===== src/rtl/iq_symbol_mapper.sv =====
// QPSK symbol mapper: splits payload bytes into dibits, maps them to offset-binary I/Q
// and midscale-pads to SPS samples per symbol. Optional macro: IQ_SYMBOL_MAPPER_PRBS_EN.
module iq_symbol_mapper #(
    parameter int SPS = 4,
    parameter int AMP = 90,
    parameter int MID = 128
) (
    input  logic       i_clk_x16,
    input  logic       i_rst,
    input  logic       i_en,
    input  logic [7:0] i_data,
    input  logic       i_valid,
    output logic       o_data_ready,
    input  logic       i_fir_ready,
    output logic [7:0] o_I,
    output logic [7:0] o_Q,
    output logic       o_sym_strobe,
    output logic       o_underflow
);

    localparam int PW = (SPS > 2) ? $clog2(SPS) : 1;
    localparam logic [PW-1:0] PHASE_LAST = PW'(SPS - 1);

    function automatic logic [7:0] sat_rail(input int base, input int delta);
        int sum;
        sum = base + delta;
        if (sum < 0) begin
            return 8'd0;
        end else if (sum > 255) begin
            return 8'd255;
        end else begin
            return 8'(sum);
        end
    endfunction

    localparam logic [7:0] RAIL_POS = sat_rail(MID, AMP);
    localparam logic [7:0] RAIL_NEG = sat_rail(MID, -AMP);
    localparam logic [7:0] RAIL_MID = sat_rail(MID, 0);

    // A zero bit maps above midscale, a one bit below.
    function automatic logic [7:0] map_bit(input logic b);
        return b ? RAIL_NEG : RAIL_POS;
    endfunction

    typedef enum logic {BUF_EMPTY = 1'b0, BUF_FULL = 1'b1} buf_state_t;

    buf_state_t    buf_state_r, buf_state_s;
    logic [7:0]    byte_r, byte_s;
    logic [1:0]    idx_r, idx_s;
    logic [PW-1:0] phase_r, phase_s;
    logic [7:0]    i_r, i_s;
    logic [7:0]    q_r, q_s;
    logic          strobe_r, strobe_s;
    logic          underflow_r, underflow_s;
    logic [1:0]    dibit_s;
    logic          tick_s, slot_s, ready_s, accept_s;
`ifdef IQ_SYMBOL_MAPPER_PRBS_EN
    logic [8:0]    prbs_r, prbs_s;
`endif

    assign tick_s   = i_fir_ready & i_en;
    assign slot_s   = tick_s & (phase_r == {PW{1'b0}});
    // Ready also covers the last dibit being consumed this cycle, so bytes can stream gap-free.
    assign ready_s  = ~i_rst & ((buf_state_r == BUF_EMPTY) | ((idx_r == 2'd3) & slot_s));
    assign accept_s = i_valid & ready_s & i_en;

    assign o_data_ready = ready_s;
    assign o_I          = i_r;
    assign o_Q          = q_r;
    assign o_sym_strobe = strobe_r;
    assign o_underflow  = underflow_r;

    // Dibit selection, MSB pair first.
    always_comb begin
        case (idx_r)
            2'd0:    dibit_s = byte_r[7:6];
            2'd1:    dibit_s = byte_r[5:4];
            2'd2:    dibit_s = byte_r[3:2];
            2'd3:    dibit_s = byte_r[1:0];
            default: dibit_s = 2'b00;
        endcase
    end

    // Next-state for buffer, phase and output samples.
    always_comb begin
        buf_state_s = buf_state_r;
        byte_s      = byte_r;
        idx_s       = idx_r;
        phase_s     = phase_r;
        i_s         = i_r;
        q_s         = q_r;
        strobe_s    = 1'b0;
        underflow_s = underflow_r;
`ifdef IQ_SYMBOL_MAPPER_PRBS_EN
        prbs_s      = prbs_r;
`endif

        if (tick_s) begin
            if (phase_r == PHASE_LAST) begin
                phase_s = {PW{1'b0}};
            end else begin
                phase_s = phase_r + PW'(1);
            end
        end else begin
            phase_s = phase_r;
        end

        if (slot_s) begin
            if (buf_state_r == BUF_FULL) begin
                i_s      = map_bit(dibit_s[1]);
                q_s      = map_bit(dibit_s[0]);
                strobe_s = 1'b1;
                idx_s    = idx_r + 2'd1;
                if (idx_r == 2'd3) begin
                    buf_state_s = BUF_EMPTY;
                end else begin
                    buf_state_s = BUF_FULL;
                end
            end else begin
                underflow_s = 1'b1;
`ifdef IQ_SYMBOL_MAPPER_PRBS_EN
                // Two PRBS9 (x^9+x^5+1) steps per slot; first bit out drives I.
                i_s      = map_bit(prbs_r[8]);
                q_s      = map_bit(prbs_r[7]);
                strobe_s = 1'b1;
                prbs_s   = {prbs_r[6:0], prbs_r[8] ^ prbs_r[4], prbs_r[7] ^ prbs_r[3]};
`else
                i_s      = RAIL_MID;
                q_s      = RAIL_MID;
`endif
            end
        end else if (tick_s) begin
            i_s = RAIL_MID;
            q_s = RAIL_MID;
        end else begin
            i_s = i_r;
            q_s = q_r;
        end

        // A byte landing on an empty slot is kept for the next slot, not used for this one.
        if (accept_s) begin
            buf_state_s = BUF_FULL;
            byte_s      = i_data;
            idx_s       = 2'd0;
        end else begin
            byte_s = byte_r;
        end
    end

    // State registers with synchronous reset.
    always_ff @(posedge i_clk_x16) begin
        if (i_rst) begin
            buf_state_r <= BUF_EMPTY;
            byte_r      <= 8'd0;
            idx_r       <= 2'd0;
            phase_r     <= {PW{1'b0}};
            i_r         <= RAIL_MID;
            q_r         <= RAIL_MID;
            strobe_r    <= 1'b0;
            underflow_r <= 1'b0;
`ifdef IQ_SYMBOL_MAPPER_PRBS_EN
            prbs_r      <= 9'h1FF;
`endif
        end else begin
            buf_state_r <= buf_state_s;
            byte_r      <= byte_s;
            idx_r       <= idx_s;
            phase_r     <= phase_s;
            i_r         <= i_s;
            q_r         <= q_s;
            strobe_r    <= strobe_s;
            underflow_r <= underflow_s;
`ifdef IQ_SYMBOL_MAPPER_PRBS_EN
            prbs_r      <= prbs_s;
`endif
        end
    end

endmodule


===== config.mk =====
export PLATFORM = sky130hd
export DESIGN_NAME = iq_symbol_mapper
export DESIGN_NICKNAME = d
export VERILOG_FILES = /design/src/rtl/iq_symbol_mapper.sv
export SDC_FILE = /design/constraint.sdc
export NUM_CORES = 1
export LEC_CHECK = 0
export BUFFER_PORTS_ARGS = -buffer_cell sky130_fd_sc_hd__buf_4
export CORE_MARGIN = 5
export CORE_UTILIZATION = 48
export DETAILED_ROUTE_END_ITERATION = 8
export PLACE_DENSITY = 0.76
export SYNTH_ARGS = -nofsm -noshare
export SYNTH_HDL_FRONTEND = slang
export SYNTH_SLANG_ARGS = --single-unit

===== constraint.sdc =====
create_clock -name i_clk_x16 -period 1.6 [get_ports i_clk_x16]
set_input_delay 0.32 -clock i_clk_x16 [delete_from_list [all_inputs] [get_ports i_clk_x16]]
set_output_delay 0.32 -clock i_clk_x16 [all_outputs]
set_load 0.1 [all_outputs]

### After elaboration in Yosys (flattened, before gate mapping)

Index checks and enable logic that the tools add are counted.

* flip-flop bits (word level): 31
* input port bits: 13
* output and inout bits: 19

* add/sub/neg operators: 2
* equality and inequality tests: 4
* muxes and demuxes: 14
* bitwise gates (word level): 10
* reductions and logical operators: 8

Operators with widths (count)
* 2-to-1 mux 8 bit: 7
* case mux 2 bit (4 select lines): 1
* bitwise AND 1 bit: 6
* == test 2 bit (second input constant): 3
* 2-to-1 mux 1 bit: 5
* adder 2 x 1 -> 2 bit (second input constant): 2
* zero test 2 bit: 2
* AND reduction 2 bit: 2
* nonzero test 2 bit: 2
* OR reduction 2 bit: 2
* NOT 1 bit: 3
* == test 2 x 1 -> 1 bit (second input constant): 1
* 2-to-1 mux 2 bit: 1
* OR 1 bit: 1

### Longest topological paths before layout

* word-level depth: 8
* mapped depth: 6
* gate-level depth less buffers: 6

### Worst setup path after synthesis

OpenSTA, ideal clock, no wires.

* path kind: register to output
* from: reg idx_r[0]
* to: out o_data_ready
* arrival: 2.300 ns
* required time: 1.280 ns
* path slack: -1.020 ns
* stages on the path, launching flop included: 4
* buffers on the path: 0
* cell sequence: dfxtp_1 ha_1 nand4_1 a21oi_1

* longest elaborated chain between the ends: 4

RTL lines
* start, declared: RTL line 49 `logic [1:0] idx_r, idx_s;`
* start signal, assigned: RTL line 167 `idx_r <= idx_s;`
* == test 2 bit: RTL line 64 `assign ready_s = ~i_rst & ((buf_state_r == BUF_EMPTY) | ((idx_r == 2'd3) & slot_s));`
* bitwise AND 1 bit: RTL line 64
* OR 1 bit: RTL line 64
* bitwise AND 1 bit: RTL line 64
* end, declared: RTL line 13 `output logic o_data_ready,`

No other way between the ends.

### Worst setup path after layout

* from: reg phase_r[0]
* to: out o_data_ready

* longest elaborated chain between the ends: 5

RTL lines
* start, declared: RTL line 50 `logic [PW-1:0] phase_r, phase_s;`
* start signal, assigned: RTL line 156 `phase_r <= {PW{1'b0}};`
* start signal, assigned: RTL line 168 `phase_r <= phase_s;`
* zero test 2 bit: RTL line 62 `assign slot_s = tick_s & (phase_r == {PW{1'b0}});`
* bitwise AND 1 bit: RTL line 62
* bitwise AND 1 bit: RTL line 64
* OR 1 bit: RTL line 64
* bitwise AND 1 bit: RTL line 64

No other way between the ends.

==> flow_metrics.tcl <==
set metrics [dict create \
    ir_worst_vdd_mv 0.7128 \
    syn-instance-count 102 \
    internal_power_mw 0.9037 \
    use_met2_pct 25.51 \
    seqPwrFrac_pct 46.9 \
    vias 835 \
    dieHeight_microns 55.52 \
    finalSetupViolations 1 \
    synth-edff-count 0 \
    min_path_type "input port to flop" \
    place.gp.congestion 0.7264 \
    cts.sinks 22 \
    fillers 168 \
    hold_viol 0 \
    power_density_nw_per_um2 934.3 \
    min_period_ps 1702 \
    setup_ws_ps -102.3 \
    rrSetupSlack_ps 100 \
    synth-seq-cells 22 \
    ant_nets 0 \
    violations "setup timing" \
    num_antenna_cells 0 \
    syn_area_per_cell_sq_um 9.752 \
    p_leak_nw 0.6092 \
    start_util_pct 50.70 \
    drt_iter0_markers 3 \
    pre_cts_slack_ps 126.6 \
    synthArstFlopShare_pct 0 \
    yosys_warnings 0 \
    finalCritPeriodShare_pct 106.4 \
    layout-drive-gt1-share_pct 45.11 \
    path_class "flop to output pin" \
    clock_latency_ps 310 \
    synth.top_cells.by_count "22 x dfxtp_1, 10 x a21oi_1, 10 x a22o_1, 10 x buf_4" \
    rsz0062_at_grt "true" \
    fin_cells 160 \
    ios 32 \
    numCtsBuffers 3 \
    synth_flop_cell "dfxtp_1" \
    switching_share_pct 27.75 \
    core_sq_um 1962 \
    dp.cells 148 \
    p_comb_share_pct 19.1 \
    wirelength_microns 2131 \
    syn2layout_area_growth_pct 34.59 \
    grt_pass1_wl_microns 3443 \
    grt.busiest_layer "met2" \
    fp-row-count 16 \
    clock-root-buffer "clkbuf_4" \
    synth.most_common_cell "dfxtp_1" \
    grt_util_met3_pct 3.030 \
    wl_per_cell_microns 13.32 \
    worstSetupEndpointType "output pin" \
    cap_violations 0 \
    seq_area_frac_synth_pct 44.28 \
    track_usage_pct 14.00 \
    synth.distinct_cells 26 \
    fmax_mhz 587.4 \
    numPortBuffers 29 \
    dp_hpwl_microns 1551 \
    cts_hold_buf 0 \
    crit_fanout 3 \
    die-area_sq_um 3082 \
    path_clk_slew_ps 120 \
    synth_area_leaders "dfxtp_1 44%, a22o_1 8.8%, buf_4 7.5%" \
    arrival_ps 1380 \
    status "finished with violations" \
    netlist.area_leader.share_pct 44.28 \
    grt-ovfl-total 0 \
    drc 0 \
    met1_usage_pct 14.29 \
    die_width_microns 55.52 \
    grt_pass1_vias 819 \
    via_per_inst 5.219 \
    syn_area_sq_um 994.7 \
    synth_area_leader_cell "dfxtp_1" \
    p_sw_mw 0.3471 \
    setup.worst_path.start_class "flop" \
    cts_buffer_depth 2 \
    cts_tree "done" \
    htree_levels 1 \
    grt_start_max_net_pins 14 \
    nNetsFinal 153 \
    dr.pass1.iters 4 \
    p_clk_share_pct 34.0 \
    slew_violations 0 \
    antenna_found_initial 0 \
    fin_worst_skew_ps 2.600 \
    crit_required_ps 1280 \
]
-- power by group through the flow --
stage,Clock [mW],Combinational (mW),Sequential [mW]
after CTS,0.432,0.232,0.586
after global routing,0.450,0.253,0.589
after global placement,0,0.214,0.599
after floorplan,0,0.144,0.631
final,0.425,0.239,0.587
after detailed placement,0,0.219,0.600
-- layer usage --
metal  up-vias  part of all wire [%]
met1       395                    41
met4         0                   2.8
met5         -                     0
li1        404                     -
met3         7                   5.9
met2        29                    50
-- flip-flops by register name, indices dropped and copies added (netlist names) --
signal	count
idx_r	2
o_sym_strobe	1
o_I	4
o_Q	3
byte_r	8
o_underflow	1
buf_state_r	1
phase_r	2
-- area by class of cell --
class | count | area (sq um) | area share [%]
clock buffers | 3 | 22.52 | 1.682
multi-input cells | 62 | 476.7 | 35.61
inverters | 7 | 26.28 | 1.963
well taps | 27 | 33.78 | 2.523
repair buffers | 38 | 297.8 | 22.24
clock inverters | 1 | 30.03 | 2.243
flip-flops and latches | 22 | 451.7 | 33.74
-- final timing paths --
check,startpoint,endpoint,depth (start not counted)
worst min register to register,o_I[1],o_I[1],2
worst min-delay path,i_data[1],byte_r[1],2
worst max-delay path,phase_r[0],o_data_ready,5
worst max register to register,phase_r[0],byte_r[7],7
-- worst max-delay path, cell delays in order (launching register included) --
cell and delay [ps]:
dfxtp_2 350, inv_2 60, ha_4 140, nand4_1 150, a21oi_4 190, buf_12 180
-- cell usage in the layout, fill, tap and decap left out --
cell,instances
ha_4,2
dfxtp_2,9
ha_1,4
nand4_1,2
a22o_1,10
buf_4,37
o21ai_0,2
nand2b_4,1
buf_12,1
nor2_1,4
mux2_1,1
nor2b_1,4
mux2i_1,1
clkbuf_4,3
a22oi_1,3
a21oi_4,2
xnor2_1,1
inv_1,3
a41oi_1,1
inv_2,4
and2_1,2
nand2b_1,2
nand3_1,2
dfxtp_1,13
a31o_1,1
a21oi_1,9
nand2_1,6
bufinv_16,1
conb_1,2
-- metrics by stage --
step	util, %	power, mW	setup TNS [ps]	instance area [sq um]	hold slack [ps]
floorplan	-	0.7749	-96.64	1036	445.5
global placement	61.35	0.8130	0	1204	436.8
detailed placement	61.35	0.8193	0	1204	447.3
CTS	67.47	1.251	-124.9	1324	207.4
global route	68.24	1.293	-158.8	1339	204.2
finish	68.24	1.251	-102.3	1339	209.1
-- cell families (layout without fill, tap and decap cells) --
kind of cell	after synthesis	after routing	synth area share, %
buffers and inverters	19	49	11.82
flip-flops	22	22	44.28
other	1	2	0.3770
AND/OR/NAND/NOR	23	23	12.45
AO/OA/AOI/OAI	28	28	20.50
adder cells (fa/ha/maj)	6	6	7.547
XOR/XNOR	1	1	0.8807
multiplexers	2	2	2.138
-- timing repair --
action / 4_1_cts / 5_1_grt
pin swaps: 3 / 2
setup endpoints to repair: 1 / 1
gates cloned: 0 / 0
gates resized for setup: 4 / 0
buffers inserted: 6 / 2
No activity file was read; power rests on OpenSTA's default activity.
